**config.mk**
```make
export PLATFORM = sky130hd
export DESIGN_NAME = mem_arbiter_flat
export DESIGN_NICKNAME = d
export VERILOG_FILES = /design/src/rtl/mem_arbiter_if.sv /design/src/rtl/mem_arbiter.sv /design/src/flat_wrapper.sv
export SDC_FILE = /design/constraint.sdc
export NUM_CORES = 1
export LEC_CHECK = 0
export CORE_AREA = 4 4 198 200
export CTS_CLUSTER_SIZE = 24
export DETAILED_ROUTE_END_ITERATION = 16
export DIE_AREA = 0 0 202 204
export GPL_TIMING_DRIVEN = 0
export HOLD_SLACK_MARGIN = 0.12
export PLACE_DENSITY = 0.45
export SYNTH_ARGS = -nofsm -noshare
export SYNTH_HDL_FRONTEND = slang
export SYNTH_SLANG_ARGS = --single-unit
```
**constraint.sdc**
```tcl
create_clock -name clk -period 3.33 [get_ports clk]
set_input_delay 0.333 -clock clk [delete_from_list [all_inputs] [get_ports clk]]
set_output_delay 0.333 -clock clk [all_outputs]
set_load 0.05 [all_outputs]
```
**src/rtl/mem_arbiter_if.sv**
```systemverilog
// Bus bundle for the two-port memory arbiter: instruction-fetch port, data port
// and the shared single-beat memory port.
interface mem_arbiter_if;
  logic        i_valid;
  logic [63:0] i_addr;
  logic        i_data_ok;
  logic [31:0] i_data;

  logic        d_valid;
  logic [63:0] d_addr;
  logic        d_write;
  logic [63:0] d_wdata;
  logic [7:0]  d_strobe;
  logic        d_data_ok;
  logic [63:0] d_data;

  logic        m_valid;
  logic [63:0] m_addr;
  logic        m_write;
  logic [63:0] m_wdata;
  logic [7:0]  m_strobe;
  logic        m_ok;
  logic [63:0] m_rdata;
  logic        m_owner;

  // Arbiter side: serves the requesters and masters the memory port.
  modport master (
    input  i_valid, i_addr,
    output i_data_ok, i_data,
    input  d_valid, d_addr, d_write, d_wdata, d_strobe,
    output d_data_ok, d_data,
    output m_valid, m_addr, m_write, m_wdata, m_strobe, m_owner,
    input  m_ok, m_rdata
  );

  // Environment side: requesters plus the memory model.
  modport slave (
    output i_valid, i_addr,
    input  i_data_ok, i_data,
    output d_valid, d_addr, d_write, d_wdata, d_strobe,
    input  d_data_ok, d_data,
    input  m_valid, m_addr, m_write, m_wdata, m_strobe, m_owner,
    output m_ok, m_rdata
  );
endinterface

```
**src/rtl/mem_arbiter.sv**
```systemverilog
// Round-robin arbiter sharing one single-beat memory port between an
// instruction-fetch requester and a data requester.
module mem_arbiter (
  input  logic          clk,
  input  logic          reset,
  mem_arbiter_if.master bus
);
  typedef enum logic {IDLE = 1'b0, BUSY = 1'b1} state_t;

  state_t      state_q, state_d;
  logic        lg_q, lg_d;
  logic        owner_q, owner_d;
  logic [63:0] addr_q, addr_d;
  logic        write_q, write_d;
  logic [63:0] wdata_q, wdata_d;
  logic [7:0]  strobe_q, strobe_d;
  logic        grant_d;

  // State register
  always_ff @(posedge clk) begin
    if (reset) begin
      state_q  <= IDLE;
      lg_q     <= 1'b1;
      owner_q  <= 1'b0;
      addr_q   <= '0;
      write_q  <= 1'b0;
      wdata_q  <= '0;
      strobe_q <= '0;
    end else begin
      state_q  <= state_d;
      lg_q     <= lg_d;
      owner_q  <= owner_d;
      addr_q   <= addr_d;
      write_q  <= write_d;
      wdata_q  <= wdata_d;
      strobe_q <= strobe_d;
    end
  end

  // Next-state and request capture; requests are only looked at in IDLE,
  // so a valid rising during a completing BUSY cycle waits for the next IDLE.
  always_comb begin
    state_d  = state_q;
    lg_d     = lg_q;
    owner_d  = owner_q;
    addr_d   = addr_q;
    write_d  = write_q;
    wdata_d  = wdata_q;
    strobe_d = strobe_q;
    grant_d  = 1'b0;
    case (state_q)
      IDLE: begin
        if (bus.i_valid || bus.d_valid) begin
          grant_d = (bus.i_valid && bus.d_valid) ? ~lg_q : bus.d_valid;
          state_d = BUSY;
          lg_d    = grant_d;
          owner_d = grant_d;
          if (grant_d) begin
            addr_d   = bus.d_addr;
            write_d  = bus.d_write;
            wdata_d  = bus.d_wdata;
            strobe_d = bus.d_strobe;
          end else begin
            addr_d   = bus.i_addr;
            write_d  = 1'b0;
            wdata_d  = '0;
            strobe_d = '0;
          end
        end
      end
      BUSY: begin
        if (bus.m_ok) state_d = IDLE;
      end
      default: state_d = IDLE;
    endcase
  end

  // Outputs; completion is forwarded only while the owner still wants it.
  always_comb begin
    bus.m_valid   = (state_q == BUSY);
    bus.m_addr    = addr_q;
    bus.m_write   = write_q;
    bus.m_wdata   = wdata_q;
    bus.m_strobe  = strobe_q;
    bus.m_owner   = owner_q;
    bus.i_data_ok = (state_q == BUSY) && !owner_q && bus.m_ok && bus.i_valid;
    bus.d_data_ok = (state_q == BUSY) &&  owner_q && bus.m_ok && bus.d_valid;
    bus.i_data    = addr_q[2] ? bus.m_rdata[63:32] : bus.m_rdata[31:0];
    bus.d_data    = bus.m_rdata;
  end
endmodule

```
**src/flat_wrapper.sv**
```systemverilog
// flat-port wrapper written by rule: the top's interface ports become plain ports
module mem_arbiter_flat 
  (clk, reset, bus_i_valid, bus_i_addr, bus_i_data_ok, bus_i_data, bus_d_valid, bus_d_addr, bus_d_write, bus_d_wdata, bus_d_strobe, bus_d_data_ok, bus_d_data, bus_m_valid, bus_m_addr, bus_m_write, bus_m_wdata, bus_m_strobe, bus_m_owner, bus_m_ok, bus_m_rdata);
  mem_arbiter_if bus_i ();
  input  logic clk;
  input  logic reset;
  input wire logic [$bits(bus_i.i_valid)-1:0] bus_i_valid;
  input wire logic [$bits(bus_i.i_addr)-1:0] bus_i_addr;
  output wire logic [$bits(bus_i.i_data_ok)-1:0] bus_i_data_ok;
  output wire logic [$bits(bus_i.i_data)-1:0] bus_i_data;
  input wire logic [$bits(bus_i.d_valid)-1:0] bus_d_valid;
  input wire logic [$bits(bus_i.d_addr)-1:0] bus_d_addr;
  input wire logic [$bits(bus_i.d_write)-1:0] bus_d_write;
  input wire logic [$bits(bus_i.d_wdata)-1:0] bus_d_wdata;
  input wire logic [$bits(bus_i.d_strobe)-1:0] bus_d_strobe;
  output wire logic [$bits(bus_i.d_data_ok)-1:0] bus_d_data_ok;
  output wire logic [$bits(bus_i.d_data)-1:0] bus_d_data;
  output wire logic [$bits(bus_i.m_valid)-1:0] bus_m_valid;
  output wire logic [$bits(bus_i.m_addr)-1:0] bus_m_addr;
  output wire logic [$bits(bus_i.m_write)-1:0] bus_m_write;
  output wire logic [$bits(bus_i.m_wdata)-1:0] bus_m_wdata;
  output wire logic [$bits(bus_i.m_strobe)-1:0] bus_m_strobe;
  output wire logic [$bits(bus_i.m_owner)-1:0] bus_m_owner;
  input wire logic [$bits(bus_i.m_ok)-1:0] bus_m_ok;
  input wire logic [$bits(bus_i.m_rdata)-1:0] bus_m_rdata;
  assign bus_i.i_valid = bus_i_valid;
  assign bus_i.i_addr = bus_i_addr;
  assign bus_i_data_ok = bus_i.i_data_ok;
  assign bus_i_data = bus_i.i_data;
  assign bus_i.d_valid = bus_d_valid;
  assign bus_i.d_addr = bus_d_addr;
  assign bus_i.d_write = bus_d_write;
  assign bus_i.d_wdata = bus_d_wdata;
  assign bus_i.d_strobe = bus_d_strobe;
  assign bus_d_data_ok = bus_i.d_data_ok;
  assign bus_d_data = bus_i.d_data;
  assign bus_m_valid = bus_i.m_valid;
  assign bus_m_addr = bus_i.m_addr;
  assign bus_m_write = bus_i.m_write;
  assign bus_m_wdata = bus_i.m_wdata;
  assign bus_m_strobe = bus_i.m_strobe;
  assign bus_m_owner = bus_i.m_owner;
  assign bus_i.m_ok = bus_m_ok;
  assign bus_i.m_rdata = bus_m_rdata;
  mem_arbiter u_core (.clk(clk), .reset(reset), .bus(bus_i));
endmodule
```
==> results.md, run 1 <==
* Relative slew slack at 52.6%
* Rows at 71
* Post-CTS Setup Bufs at 0
* FF-to-FF End: u_core.bus.m_wdata[19]$_SDFFE_PP0P_
* Actual slew at the worst max-slew pin at 708 ps
* Top-count cell post-synth: dfxtp_1
* Number of synthesized flops with an enable pin at 0
* FILL cells at 3,935
* Total grt overflow at 0
* Number of global-route vias before repair at 6,894
* Leakage power at 4.76 nW
* Cell family with most CP delay: buffers and inverters
* Initial DRC count at 247
* R2R depth at 5
* Setup TNS at 0 ps
* WL final at 32,200 microns
* Worst slack, placed at 559 ps
* Clk Tree Root Cell: clkbuf_16
* Largest net degree at the start of global routing at 17
* CP peak stage delay at 750 ps
* Cell Area, Placed at 11,700 sq um
* Sw frac at 34.4%
* Die height at 204 microns
* Synth top area cells: dfxtp_1, a22o_1, a311oi_1
* Design Area, Final at 12,300 sq um
* Slack of the critical path at 337 ps
* Die Wd at 202 microns
* RSZ-0062 raised after global routing: false
* CP arrival at 2660 ps
* Vias post-DR at 6,645
* Worst-path clk slew at 60 ps
* Final Max Tran Viols at 0
* Hold path endpoint: u_core.bus.m_addr[27]$_SDFFE_PP0P_
* CTS Sinks at 140
* Ports at 507
* Area of the multi-input gates at 2400 sq um
* Full die area at 41,200 sq um
* Clock tree buffer depth at 2
* Flops & latches, synth at 140
* ANT nets after route at 0
* Total CTS buffers at 17
* Initial Util at 16.0%
* Setup Viol. Count Final at 0
* Slowest CP cell: clkdlybuf4s50_1
* Internal Power at 3.83 mW
* Vias per cell at 3.95
* Sequential Power Share at 32.0%
* Yosys top cell area share at 46.7%
* Register area share after synthesis at 46.7%
* GRT Resource Usage Total at 14.8%
* Layout Nets at 1,430
* TritonCTS clock tree: yes
* Final Hold Fails at 0
* Startpoint types: flop
* Clk network pwr share at 34.1%
* Area leader, netlist: dfxtp_1
* Cell count after synthesis at 636
* Minimum clock period at 2990 ps
* # DRC at 0
* Worst setup EP type: output port
* Seq. cell area at 2800 sq um
* Reg-to-Reg Start: u_core.bus.m_valid$_SDFF_PP0_
* Fraction of layout cells with a size suffix above 1 at 14.7%
* PwrDens at 474 nW/um^2
* WL/cell at 19.2 microns
* Ys async rst share at 0%
* Combinational power share at 34.0%
* Area growth from synthesis to layout at 105%
* Core area at 37,400 sq um
* DRT Pass-1 Iters at 4
* Netlist Area Pre-Place at 6000 sq um
* Mean Syn Cell Area at 9.44 sq um
* Crit path buffers/inverters at 3
* Top cells by count, synth: dfxtp_1, nand2_1, a22o_1
* Fin crit share at 89.9%
* Max Freq at 0.334 GHz
* Max VDD drop at 0.000270 V
* Setup Crit Path Kind: reg -> out
* Yosys warnings at 0
* Skew final at 7.48 ps
* R2r setup slk at 1510 ps
* Required time worst endpoint at 3000 ps
* Sw power at 2.00 mW
* Detail Placement HPWL at 26,100 microns
* H-tree lvl count at 4
* Worst-path maximum fanout at 10
* Hold path cells at 3
* Hold Path Class: in -> reg
* Unique masters post-synth at 22
* Crit-path cells: clkbuf_1 > buf_2 > mux2_2 > clkdlybuf4s50_1
* Maxcap violations at 0
* GP Congestion at 0.815
* Hold Crit Start: bus_d_addr[27]
* First-pass GRT wire length at 45,800 microns
* Main flop type after synthesis: dfxtp_1
* Mapped Nets at 906
* Clock latency on the worst-skew pair at 440 ps
* Status: complete, no violations
* Input/output buffers at 505
* Antenna violations before repair at 1
-- layout make-up --
| cell class | instances | share of cell area [%] |
|---|---|---|
| repair buffers | 505 | 41.1 |
| multi-input cells | 376 | 19.5 |
| inverters | 1 | 0.0305 |
| clock inverters | 10 | 1.15 |
| plain buffers | 119 | 6.50 |
| clock buffers | 20 | 3.71 |
| flip-flops and latches | 140 | 22.8 |
| well taps | 511 | 5.20 |
| diodes | 1 | 0.0204 |
-- worst max-delay path by stage --
stage | from | end | slack [ps] | depth (start not counted)
5_1_grt | u_core.bus.m_addr[2]$_SDFFE_PP0P_ | bus_i_data[4] | 170 | 4
4_1_cts | u_core.bus.m_addr[2]$_SDFFE_PP0P_ | bus_i_data[25] | 60 | 4
2_1_floorplan | u_core.bus.m_addr[2]$_SDFFE_PP0P_ | bus_i_data[20] | 1290 | 3
3_3_place_gp | u_core.bus.m_addr[2]$_SDFFE_PP0P_ | bus_i_data[25] | 570 | 4
3_5_place_dp | u_core.bus.m_addr[2]$_SDFFE_PP0P_ | bus_i_data[25] | 560 | 4
6_report | u_core.bus.m_addr[2]$_SDFFE_PP0P_ | bus_i_data[4] | 340 | 4
-- registers in the layout, indices dropped and copies added (netlist names) --
name / cells
u_core.bus.m_owner: 1
u_core.bus.m_strobe: 8
u_core.bus.m_wdata: 64
u_core.lg_q: 1
u_core.bus.m_write: 1
u_core.bus.m_addr: 64
u_core.bus.m_valid: 1
-- metrics by stage --
stage / cells / power, mW / hold WS [ps] / utilization (%)
2_1_floorplan: 636 / 3.01 / 437 / -
3_3_place_gp: 1652 / 3.90 / 456 / 31.3
3_5_place_dp: 1652 / 3.90 / 455 / 31.3
4_1_cts: 1682 / 5.94 / 425 / 32.9
5_1_grt: 1683 / 6.07 / 457 / 32.9
6_report: 1683 / 5.83 / 466 / 32.9
-- cells by family (layout without fill, tap and decap cells) --
kind of cell	after synthesis	count (layout)	share of synthesized area (%)
AO/OA/AOI/OAI	143	143	20.8
buffers and inverters	120	655	13.4
flip-flops	140	140	46.7
multiplexers	32	32	6.01
other	0	1	0
AND/OR/NAND/NOR	201	201	13.1
-- cells in the final DEF (no fill, tap or decap), types with 2 or more instances in the layout --
cell type	n
buf_2	29
clkbuf_8	2
clkdlybuf4s50_1	505
mux2_2	32
and4_1	2
bufinv_16	3
a22o_1	73
nor2_1	64
buf_4	70
clkbuf_1	13
buf_6	7
clkinv_4	2
o22ai_1	2
clkbuf_16	17
nand2_1	129
dfxtp_1	140
clkinvlp_4	2
a311oi_1	64
nor2b_1	2
clkinv_2	2
-- per-layer routing --
metal	up-vias	GRT usage (%)	share of wire, %
li1	3254	-	-
met5	-	0	0
met3	24	5.79	8.3
met1	3086	17.8	43
met2	281	24.7	48
met4	0	3.93	1.5
-- worst min-delay path: stages --
cell and delay [ps]:
clkdlybuf4s50_1 400, nand2_1 50, a311oi_1 70
-- power groups by stage --
stage               clock [mW]  combinational [mW]  sequential, mW
global placement             0                2.01            1.90
global route              2.11                2.08            1.88
floorplan                    0               0.706            2.30
CTS                       2.07                2.01            1.87
detailed placement           0                2.00            1.90
finish                    1.99                1.98            1.86
-- repair_timing --
action | CTS | global route
setup endpoints to repair | 0 | 6
hold buffers | 0 | 0
gates resized for setup | 0 | 2
No activity file was read; power rests on OpenSTA's default activity.
==> run 2, diff against run 1 <==
--- a/config.mk
+++ b/config.mk
@@ -6,7 +6,7 @@
 export NUM_CORES = 1
 export LEC_CHECK = 0
 export CORE_AREA = 4 4 198 200
-export CTS_CLUSTER_SIZE = 24
+export CTS_CLUSTER_SIZE = 12
 export DETAILED_ROUTE_END_ITERATION = 16
 export DIE_AREA = 0 0 202 204
 export GPL_TIMING_DRIVEN = 0
==> results of run 2 <==
Final layout, timing and power as in run 1 (identical DEF).
==> run 3, diff against run 2 <==
--- a/config.mk
+++ b/config.mk
@@ -5,10 +5,11 @@
 export SDC_FILE = /design/constraint.sdc
 export NUM_CORES = 1
 export LEC_CHECK = 0
-export CORE_AREA = 4 4 198 200
+export CAP_MARGIN = 20
+export CORE_AREA = 3 3 197 199
 export CTS_CLUSTER_SIZE = 12
 export DETAILED_ROUTE_END_ITERATION = 16
-export DIE_AREA = 0 0 202 204
+export DIE_AREA = 0 0 200 202
 export GPL_TIMING_DRIVEN = 0
 export HOLD_SLACK_MARGIN = 0.12
 export PLACE_DENSITY = 0.45
==> run 3 against run 2 <==
Against the previous run:
- count of clock-buffer cells in the layout rose by 1
- non-clock buffer count did not move
- largest power group unchanged
- via count fell by 0.33%
- worst hold slack got worse by 3.1 ps
- clock power rose by 13%
- die area fell by 2.0%
- utilization rose by 0.22 points
==> results.md, run 3 (synthesized netlist as in run 1, its figures left out) <==
* Diode count at 0
* GP Congestion at 0.805
* WL/cell at 18.2 microns
* DRT Pass-1 Iters at 4
* ANT nets after route at 0
* Commonest non-fill, non-tap cell in the layout: clkdlybuf4s50_1
* Final Max Tran Viols at 0
* Clock tree buffer depth at 2
* CP Depth at 4
* WL final at 30,600 microns
* Worst slack, placed at 479 ps
* Leakage power at 4.81 nW
* Skew final at 8.87 ps
* Worst-case hold slack at 462 ps
* Initial DRC count at 223
* Total power at 6.08 mW
* CP arrival at 2550 ps
* Fraction of layout cells with a size suffix above 1 at 14.8%
* Post-CTS Hold Buffers at 0
* Status: complete, no violations
* Minimum clock period at 2880 ps
* Clk Tree Root Cell: clkbuf_16
* Total CTS buffers at 17
* Rows at 71
* Die Wd at 200 microns
* Slack of the critical path at 451 ps
* Worst setup EP type: output port
* Worst-path maximum fanout at 10
* Actual slew at the worst max-slew pin at 785 ps
* Full die area at 40,400 sq um
* Ports at 507
* GRT Resource Usage Total at 14.5%
* R2r setup slk at 1530 ps
* Vias per cell at 3.93
* Max Freq at 0.347 GHz
* Layout Nets at 1,430
* Input/output buffers at 505
* CP peak stage delay at 710 ps
* FF-to-FF End: u_core.bus.m_wdata[46]$_SDFFE_PP0P_
* Largest net degree at the start of global routing at 17
* R2R depth at 5
* H-tree lvl count at 4
* Crit path buffers/inverters at 3
* Core area at 37,400 sq um
* CTS Sinks at 140
* RSZ-0062 raised after global routing: false
* First-pass GRT wire length at 43,800 microns
* Hold Path Class: in -> reg
* Max VDD drop at 0.000340 V
* Cell family with most CP delay: buffers and inverters
* Startpoint types: flop
* TritonCTS clock tree: yes
* # DRC at 0
* Number of global-route vias before repair at 6,648
* Maxcap violations at 0
* Post-CTS Setup Bufs at 0
* Final Hold Fails at 0
* Worst-path clk slew at 70 ps
* Clock latency on the worst-skew pair at 440 ps
* Required time worst endpoint at 3000 ps
* Hold path endpoint: u_core.bus.m_addr[57]$_SDFFE_PP0P_
* Detail Placement HPWL at 24,600 microns
* Most frequent cells in the layout: clkdlybuf4s50_1, dfxtp_1, nand2_1
* Crit-path cells: clkbuf_1 > clkbuf_2 > mux2_2 > clkdlybuf4s50_1
* Die height at 202 microns
* Area growth from synthesis to layout at 106%
* Hold path cells at 3
* Setup Crit Path Kind: reg -> out
* Hold Crit Start: bus_i_addr[57]
* Antenna violations before repair at 1
* Setup TNS at 0 ps
* Total grt overflow at 0
* Fin crit share at 86.5%
* Reg-to-Reg Start: u_core.bus.m_valid$_SDFF_PP0_
* Slowest CP cell: clkdlybuf4s50_1
* Relative slew slack at 47.5%
* PwrDens at 491 nW/um^2
* Setup Viol. Count Final at 0
* Vias post-DR at 6,623
* Initial Util at 16.0%
==> run 3: worst max-delay path by stage <==
stage	start	to	slack [ps]
finish	u_core.bus.m_addr[2]$_SDFFE_PP0P_	bus_i_data[23]	450
global route	u_core.bus.m_addr[2]$_SDFFE_PP0P_	bus_i_data[24]	270
CTS	u_core.bus.m_addr[2]$_SDFFE_PP0P_	bus_i_data[24]	310
detailed placement	u_core.bus.m_addr[2]$_SDFFE_PP0P_	bus_i_data[24]	480
global placement	u_core.bus.m_addr[2]$_SDFFE_PP0P_	bus_i_data[24]	510
floorplan	u_core.bus.m_addr[2]$_SDFFE_PP0P_	bus_i_data[20]	1290
==> run 3: worst min-delay path: cells and delay by family <==
family	cells	cell delay [ps]
buf+inv	1	400
compound gates	1	70
simple gates	1	60
==> run 3: through the flow <==
stage	util, %	instances	instance area, sq um
final	33.1	1684	12400
after floorplan	-	636	6000
after detailed placement	31.3	1652	11700
after global routing	33.1	1684	12400
after global placement	31.3	1652	11700
after CTS	33.1	1684	12400
==> run 3: layer usage <==
metal	vias to the layer above	part of all wire [%]	global-route usage, %
met5	-	0	0
met4	0	1.2	3.59
met1	3050	40	16.8
li1	3254	-	-
met2	300	48	24.5
met3	19	11	6.15
==> run 3: power breakdown <==
group	switching, mW	total, mW	leakage, nW	internal, mW
clock	0.783	2.25	0.337	1.46
combinational	1.15	1.97	3.32	0.821
sequential	0.0662	1.86	1.15	1.80
total	2.00	6.08	4.81	4.08
==> run 3: layout make-up <==
cell class / instances / area [sq um]
Clock inverter: 11 / 213
Fill cell: 3936 / 25000
Inverter: 1 / 3.75
Tap cell: 511 / 639
Timing Repair Buffer: 505 / 5050
Sequential cell: 140 / 2800
Clock buffer: 21 / 470
Buffer: 119 / 800
Multi-Input combinational cell: 376 / 2400
==> run 3: what timing repair did <==
action	CTS	global route
setup endpoints to repair	4	0
endpoints found under the hold margin	0	0
resized for setup	1	0
